===== src/rtl/mcmc_pkg.sv =====
// Shared encodings for the MCMC solver loop: scheduler states, the
// top-module state handed to the search unit, and variable type codes.
package mcmc_pkg;

    typedef enum logic [7:0] {
        S_IDLE        = 8'd0,
        S_FETCH_TYPE  = 8'd1,
        S_LAUNCH      = 8'd2,
        S_WAIT_SEARCH = 8'd3,
        S_DECIDE      = 8'd4,
        S_COMMIT      = 8'd5,
        S_REJECT      = 8'd6,
        S_ADVANCE     = 8'd7,
        S_FINISHED    = 8'd8
    } sched_state_e;

    localparam logic [7:0] TOP_STATE_NONE          = 8'd0;
    localparam logic [7:0] TOP_STATE_PROBABALISTIC = 8'd1;

    typedef enum logic [1:0] {
        VT_BOOLEAN  = 2'b00,
        VT_CONT_INT = 2'b01,
        VT_DISC_INT = 2'b10,
        VT_INVALID  = 2'b11
    } var_type_e;

    function automatic logic is_invalid_type(input logic [1:0] var_type);
        return var_type == VT_INVALID;
    endfunction

endpackage


===== src/rtl/metropolis_accept.sv =====
// Metropolis accept/reject: registers (U < P) or (P == 1.0) when the
// search result is captured, so the verdict is ready in the following cycle.
module metropolis_accept #(
    parameter int PROB_WIDTH = 16
) (
    input  logic                  i_clk,
    input  logic                  i_reset_n,
    input  logic                  i_capture,
    input  logic [PROB_WIDTH-1:0] i_probability,
    input  logic [PROB_WIDTH-1:0] i_random_u,
    output logic                  o_accept
);

    logic r_accept;
    logic w_accept_now;

    // P of all-ones represents 1.0, which U can equal but must still accept.
    assign w_accept_now = (i_random_u < i_probability) || (&i_probability);

    always_ff @(posedge i_clk or negedge i_reset_n) begin
        if (!i_reset_n) begin
            r_accept <= 1'b0;
        end else if (i_capture) begin
            r_accept <= w_accept_now;
        end
    end

    assign o_accept = r_accept;

endmodule


===== src/rtl/mcmc_iteration_scheduler.sv =====
// Iteration sequencer for the MCMC solver: round-robin variable pick, search
// launch, timeout supervision, Metropolis decision and commit/reject strobes.
module mcmc_iteration_scheduler
    import mcmc_pkg::*;
#(
    parameter int VAR_INDEX_WIDTH = 4,
    parameter int ITER_WIDTH      = 16,
    parameter int PROB_WIDTH      = 16,
    parameter int TIMEOUT_CYCLES  = 64
) (
    input  logic                       in_clk,
    input  logic                       in_reset_n,
    input  logic                       in_start,
    input  logic [ITER_WIDTH-1:0]      in_max_iterations,
    input  logic [VAR_INDEX_WIDTH-1:0] in_last_variable_index,
    input  logic [1:0]                 in_variable_type,
    input  logic                       in_search_done,
    input  logic [PROB_WIDTH-1:0]      in_acceptance_probability,
    input  logic [PROB_WIDTH-1:0]      in_random_u,
    input  logic                       in_all_clauses_satisfied,
    output logic [7:0]                 out_top_module_state,
    output logic [VAR_INDEX_WIDTH-1:0] out_variable_index,
    output logic [1:0]                 out_choosen_variable_type,
    output logic                       out_commit_enable,
    output logic                       out_reject_enable,
    output logic [ITER_WIDTH-1:0]      out_iteration_count,
    output logic                       out_busy,
    output logic                       out_done,
    output logic                       out_solution_found,
    output logic                       out_timeout_error,
    output logic [7:0]                 out_scheduler_state
);

    localparam int                     TO_W      = $clog2(TIMEOUT_CYCLES) + 1;
    localparam logic [TO_W-1:0]        TO_LAST   = TO_W'(TIMEOUT_CYCLES - 1);
    localparam logic [TO_W-1:0]        TO_ONE    = TO_W'(1);
    localparam logic [ITER_WIDTH-1:0]  ITER_ONE  = ITER_WIDTH'(1);
    localparam logic [VAR_INDEX_WIDTH-1:0] IDX_ONE = VAR_INDEX_WIDTH'(1);

    sched_state_e                r_state;
    sched_state_e                w_state_next;
    logic [1:0]                  r_rst_sync;
    logic [ITER_WIDTH-1:0]       r_limit;
    logic [VAR_INDEX_WIDTH-1:0]  r_last_index;
    logic [ITER_WIDTH-1:0]       r_count;
    logic [VAR_INDEX_WIDTH-1:0]  r_index;
    logic [1:0]                  r_type;
    logic                        r_solution_found;
    logic                        r_timeout_error;
    logic [TO_W-1:0]             r_timeout_cnt;

    logic                        w_run_ok;
    logic                        w_start_accepted;
    logic                        w_timeout_hit;
    logic                        w_capture;
    logic                        w_accept;
    logic [ITER_WIDTH-1:0]       w_count_inc;
    logic [VAR_INDEX_WIDTH-1:0]  w_index_next;

    // Deassertion of the async reset is brought into the clock domain first;
    // the FSM stays in IDLE until the second stage has seen it.
    always_ff @(posedge in_clk or negedge in_reset_n) begin
        if (!in_reset_n) begin
            r_rst_sync <= 2'b00;
        end else begin
            r_rst_sync <= {r_rst_sync[0], 1'b1};
        end
    end

    assign w_run_ok     = r_rst_sync[1];
    assign w_count_inc  = r_count + ITER_ONE;
    assign w_index_next = (r_index == r_last_index) ? '0 : (r_index + IDX_ONE);
    assign w_capture    = (r_state == S_WAIT_SEARCH) && in_search_done;

    metropolis_accept #(
        .PROB_WIDTH (PROB_WIDTH)
    ) u_accept (
        .i_clk         (in_clk),
        .i_reset_n     (in_reset_n),
        .i_capture     (w_capture),
        .i_probability (in_acceptance_probability),
        .i_random_u    (in_random_u),
        .o_accept      (w_accept)
    );

    always_ff @(posedge in_clk or negedge in_reset_n) begin
        if (!in_reset_n) begin
            r_state <= S_IDLE;
        end else begin
            r_state <= w_state_next;
        end
    end

    always_comb begin
        w_state_next     = r_state;
        w_start_accepted = 1'b0;
        w_timeout_hit    = 1'b0;
        case (r_state)
            S_IDLE: begin
                if (in_start && w_run_ok) begin
                    w_start_accepted = 1'b1;
                    w_state_next = (in_max_iterations == '0) ? S_FINISHED : S_FETCH_TYPE;
                end
            end
            S_FETCH_TYPE: begin
                w_state_next = is_invalid_type(in_variable_type) ? S_REJECT : S_LAUNCH;
            end
            S_LAUNCH: begin
                w_state_next = S_WAIT_SEARCH;
            end
            S_WAIT_SEARCH: begin
                // A done pulse in the final allowed cycle still counts as on time.
                if (in_search_done) begin
                    w_state_next = S_DECIDE;
                end else if (r_timeout_cnt == TO_LAST) begin
                    w_timeout_hit = 1'b1;
                    w_state_next  = S_FINISHED;
                end
            end
            S_DECIDE: begin
                w_state_next = w_accept ? S_COMMIT : S_REJECT;
            end
            S_COMMIT, S_REJECT: begin
                w_state_next = S_ADVANCE;
            end
            S_ADVANCE: begin
                if (in_all_clauses_satisfied || (w_count_inc == r_limit)) begin
                    w_state_next = S_FINISHED;
                end else begin
                    w_state_next = S_FETCH_TYPE;
                end
            end
            S_FINISHED: begin
                w_state_next = S_IDLE;
            end
            default: begin
                w_state_next = S_IDLE;
            end
        endcase
    end

    always_ff @(posedge in_clk or negedge in_reset_n) begin
        if (!in_reset_n) begin
            r_limit          <= '0;
            r_last_index     <= '0;
            r_count          <= '0;
            r_index          <= '0;
            r_type           <= '0;
            r_solution_found <= 1'b0;
            r_timeout_error  <= 1'b0;
            r_timeout_cnt    <= '0;
        end else begin
            if (w_start_accepted) begin
                r_limit          <= in_max_iterations;
                r_last_index     <= in_last_variable_index;
                r_count          <= '0;
                r_index          <= '0;
                r_solution_found <= 1'b0;
                r_timeout_error  <= 1'b0;
            end
            if (r_state == S_FETCH_TYPE) begin
                r_type <= in_variable_type;
            end
            if (r_state == S_LAUNCH) begin
                r_timeout_cnt <= '0;
            end else if (r_state == S_WAIT_SEARCH) begin
                r_timeout_cnt <= r_timeout_cnt + TO_ONE;
            end
            if (w_timeout_hit) begin
                r_timeout_error <= 1'b1;
            end
            if (r_state == S_ADVANCE) begin
                r_count <= w_count_inc;
                r_index <= w_index_next;
                if (in_all_clauses_satisfied) begin
                    r_solution_found <= 1'b1;
                end
            end
        end
    end

    assign out_top_module_state      = (r_state == S_LAUNCH) ? TOP_STATE_PROBABALISTIC
                                                             : TOP_STATE_NONE;
    assign out_variable_index        = r_index;
    assign out_choosen_variable_type = r_type;
    assign out_commit_enable         = (r_state == S_COMMIT);
    assign out_reject_enable         = (r_state == S_REJECT);
    assign out_iteration_count       = r_count;
    assign out_busy                  = (r_state != S_IDLE) && (r_state != S_FINISHED);
    assign out_done                  = (r_state == S_FINISHED);
    assign out_solution_found        = r_solution_found;
    assign out_timeout_error         = r_timeout_error;
    assign out_scheduler_state       = r_state;

endmodule


===== config.mk =====
export PLATFORM = sky130hd
export DESIGN_NAME = mcmc_iteration_scheduler
export DESIGN_NICKNAME = d
export VERILOG_FILES = /design/src/rtl/mcmc_pkg.sv /design/src/rtl/metropolis_accept.sv /design/src/rtl/mcmc_iteration_scheduler.sv
export SDC_FILE = /design/constraint.sdc
export NUM_CORES = 1
export LEC_CHECK = 0
export CORE_MARGIN = 1.5
export CORE_UTILIZATION = 49
export CTS_BUF_LIST = sky130_fd_sc_hd__clkbuf_16
export CTS_CLUSTER_DIAMETER = 30
export CTS_CLUSTER_SIZE = 40
export DETAILED_ROUTE_END_ITERATION = 6
export PLACE_DENSITY = 0.91
export RECOVER_POWER = 100
export SLEW_MARGIN = 25
export SYNTH_ARGS = -nofsm -noshare
export SYNTH_HDL_FRONTEND = slang
export SYNTH_HIERARCHICAL = 1
export SYNTH_SLANG_ARGS = --single-unit

===== constraint.sdc =====
create_clock -name in_clk -period 2.3 [get_ports in_clk]
set_input_delay 0.46 -clock in_clk [delete_from_list [all_inputs] [get_ports in_clk]]
set_output_delay 0.46 -clock in_clk [all_outputs]
set_load 0.02 [all_outputs]

==> results.ini <==
[global_route]
grt_max_degree = 59
grt_pass1_wl_um = 17500
track_usage = 0.269
gr-total-overflow = 0
antenna_found_initial = 0
grt_pass1_vias = 3657

[detailed_routing]
wl_met3_um = 791
highest_layer = met4
routed_wirelength_um = 10300
num_vias = 3590
drc_errors = 0
drtIter0Drc = 226
ant_nets = 0
wire_per_inst_um = 16.8
via_per_inst = 5.88
m1WireLength_um = 3900
wl_met2_um = 5320
first_pass_iters = 6

[logic_synthesis]
ys_async_sr_fraction = 1.00
synth_cell_types = 59
yosysSeqAreaShare = 0.387
synth_edf_count = 0
synth.avg_cell_area_um2 = 9.23
syn_inst = 406
synthFlopType = dfrtp_1
yosys_register_bits = 58
synth.cell_area_um2 = 3750
ys_warn_count = 6

[power]
ir_worst_vdd_uv = 461
power_density_nw_per_um2 = 1050
p_total_uw = 5310
clockPowerShare = 0.237
p_int_uw = 3260
p_sw_frac = 0.387
switching_power_uw = 2050
p_leak_uw = 0.00228
p_comb_frac = 0.432
power_frac_seq = 0.331

[clock_network]
clk-insertion-delay-late_ns = 0.33
htree_levels = 3
cts_hold_buffers = 0
cts_inserted_buffers = 9
numClockSinks = 58
cts_setup_buffers = 0
cts_max_path_buffers = 2
cts_tree = built
cts.clk_slew.worst_paths_ns = 0.05
root_buffer = clkbuf_16
cts_resized = 3

[floorplan]
die_y_um = 90.5
core_area_um2 = 7330
rows = 31
initial_utilization = 0.511
ios = 103
die-width_um = 90.5
dieArea_um2 = 8180

[placement]
place_congestion = 0.927
numPortBuffers = 91
dpl_cell_area_um2 = 4780
dp_hpwl_um = 7680
preCtsSetupSlack_ns = -0.0516

[status]
status = completed

[critical_path]
cp-end-kind = output pin
rr_startpoint = out_iteration_count[7]$_DFFE_PN0P_
rr_worst_depth = 6
startpoint = out_scheduler_state[3]$_DFFE_PN0P_
critical_path_required_ns = 1.84
cp_max_fo = 6
cpMaxStageDelayCell = clkdlybuf4s50_1
r2r_slack_ns = 0.16
r2r-end = out_scheduler_state[3]$_DFFE_PN0P_
path_class = flop to output pin
cp_top_family = buffers and inverters
cp_num_buf_inv = 1
crit_chain = nand2b_1 > nor2_1 > clkdlybuf4s50_1
critPathMaxStageDelay_ns = 0.61
worstSetupPathDepth = 3
worstPathArrival_ns = 1.76
worstSetupStartpointType = flop

[timing]
finalHoldViolCount = 0
fin_crit_ns = 2.22
setup_viol = 0
fin_ws_ns = 0.0754
worst_pin_slew_ns = 1.43
finalCritPeriodShare = 0.967
fmax_ghz = 0.450
clock_skew_ns = 0.00753
grt_setup_unrepaired = no
drv_slew = 0
maxSlewHeadroom = 0.0483

[hold_path]
worstHoldPathType = flop to flop
hold_start = r_rst_sync[0]$_DFF_PN0_
whs_endpoint = r_rst_sync[1]$_DFF_PN0_
hold_depth = 0

[layout]
fillers = 529
diodes = 0
layout-drive-gt1-share = 0.125
fin_nets = 585
fin_area_um2 = 5060
area_delta_synth_final_pct = 35.0

[job]
maxCapViolations = 0

[cells in the final DEF, fill, tap and decap left out, types with 6 or more instances in the layout]
cell type	n
dfrtp_1	56
buf_4	15
nand2_1	32
nand4_1	10
xnor2_1	9
a21oi_1	19
nand2b_1	7
o31ai_1	8
conb_1	12
clkdlybuf4s50_1	58
xor2_1	13
and2_1	8
ha_1	18
clkbuf_16	9
dlygate4sd3_1	29
nor4_1	6
inv_1	20
nor2_1	26
mux2_2	23
nand3_1	16
o21ai_0	38
[layout make-up]
| class | instances | area [µm²] | area share |
|---|---|---|---|
| Timing Repair Buffer | 110 | 1030 | 0.204 |
| Clock buffer | 9 | 225 | 0.0445 |
| Sequential cell | 58 | 1450 | 0.287 |
| Inverter | 19 | 71.3 | 0.0141 |
| Multi-Input combinational cell | 310 | 2100 | 0.416 |
| Tap cell | 99 | 124 | 0.0245 |
| Clock inverter | 6 | 50.0 | 0.00989 |
[metal layers]
metal,track usage,up-vias
met1,0.305,1708
met2,0.469,191
met5,0,-
li1,-,1665
met4,0.135,0
met3,0.0631,26
[Yosys cell counts, drive strengths merged, types with 5 or more instances]
cell | number | area (µm²)
mux2 | 23 | 259
o21ai | 38 | 190
buf | 20 | 140
o31ai | 8 | 60.1
nor3 | 6 | 35.0
ha | 18 | 225
nor2 | 26 | 97.6
clkbuf | 9 | 33.8
xnor2 | 9 | 78.8
or3 | 5 | 31.3
dfrtp | 58 | 1450
a21oi | 19 | 95.1
nand2 | 32 | 120
and2 | 9 | 56.3
nor4 | 6 | 37.5
nand2b | 7 | 43.8
inv | 19 | 71.3
and3 | 5 | 31.3
nand3 | 16 | 80.1
xor2 | 13 | 114
nand4 | 12 | 96.3
[worst reg2reg max path, cell delays in order, from the launching register on]
cell	delay, ns
dfrtp_1	0.52
nand3_1	0.20
or4_1	0.54
a21oi_1	0.17
o22ai_1	0.12
nor4b_4	0.36
o31a_1	0.18
[how the worst max path moves through the flow]
| stage | to | slack, ns |
|---|---|---|
| floorplan | out_scheduler_state[3]$_DFFE_PN0P_ | 0.11 |
| global placement | u_accept/o_accept$_DFFE_PN0P_ | 0.01 |
| detailed placement | u_accept/o_accept$_DFFE_PN0P_ | -0.05 |
| CTS | out_done | 0.01 |
| global route | out_scheduler_state[3]$_DFFE_PN0P_ | 0.02 |
| finish | out_reject_enable | 0.08 |
[stage by stage]
stage | setup TNS, ns | cells | util | hold slack (ns)
CTS | 0 | 611 | 0.691 | 0.307
floorplan | 0 | 416 | - | 0.164
global placement | 0 | 596 | 0.653 | 0.332
detailed placement | -0.0516 | 596 | 0.653 | 0.336
finish | 0 | 611 | 0.690 | 0.355
global route | 0 | 611 | 0.690 | 0.359
[state kept, by name, indices dropped and copies added (netlist names)]
name                       flops
out_solution_found             1
out_choosen_variable_type      2
r_last_index                   4
r_timeout_cnt                  7
out_iteration_count           16
r_rst_sync                     2
r_limit                       16
u_accept/o_accept              1
out_timeout_error              1
out_variable_index             4
out_scheduler_state            4
[kinds of logic (layout without fill, tap and decap cells)]
family	Yosys count	in the layout	synth area share
buffers and inverters	48	144	0.0654
multiplexers	25	25	0.0744
adder cells (fa/ha/maj)	18	18	0.0601
flip-flops	58	58	0.387
AO/OA/AOI/OAI	93	93	0.155
XOR/XNOR	22	22	0.0514
AND/OR/NAND/NOR	140	140	0.205
other	2	12	0.00200
[power by group through the flow]
stage / logic, µW / clock network [µW] / registers [µW]
after floorplan: 1380 / 0 / 1770
after global placement: 2190 / 0 / 1720
after detailed placement: 2300 / 0 / 1750
after CTS: 2330 / 1270 / 1750
after global routing: 2530 / 1320 / 1800
final: 2290 / 1260 / 1760
No activity file was read; power rests on OpenSTA's default activity.
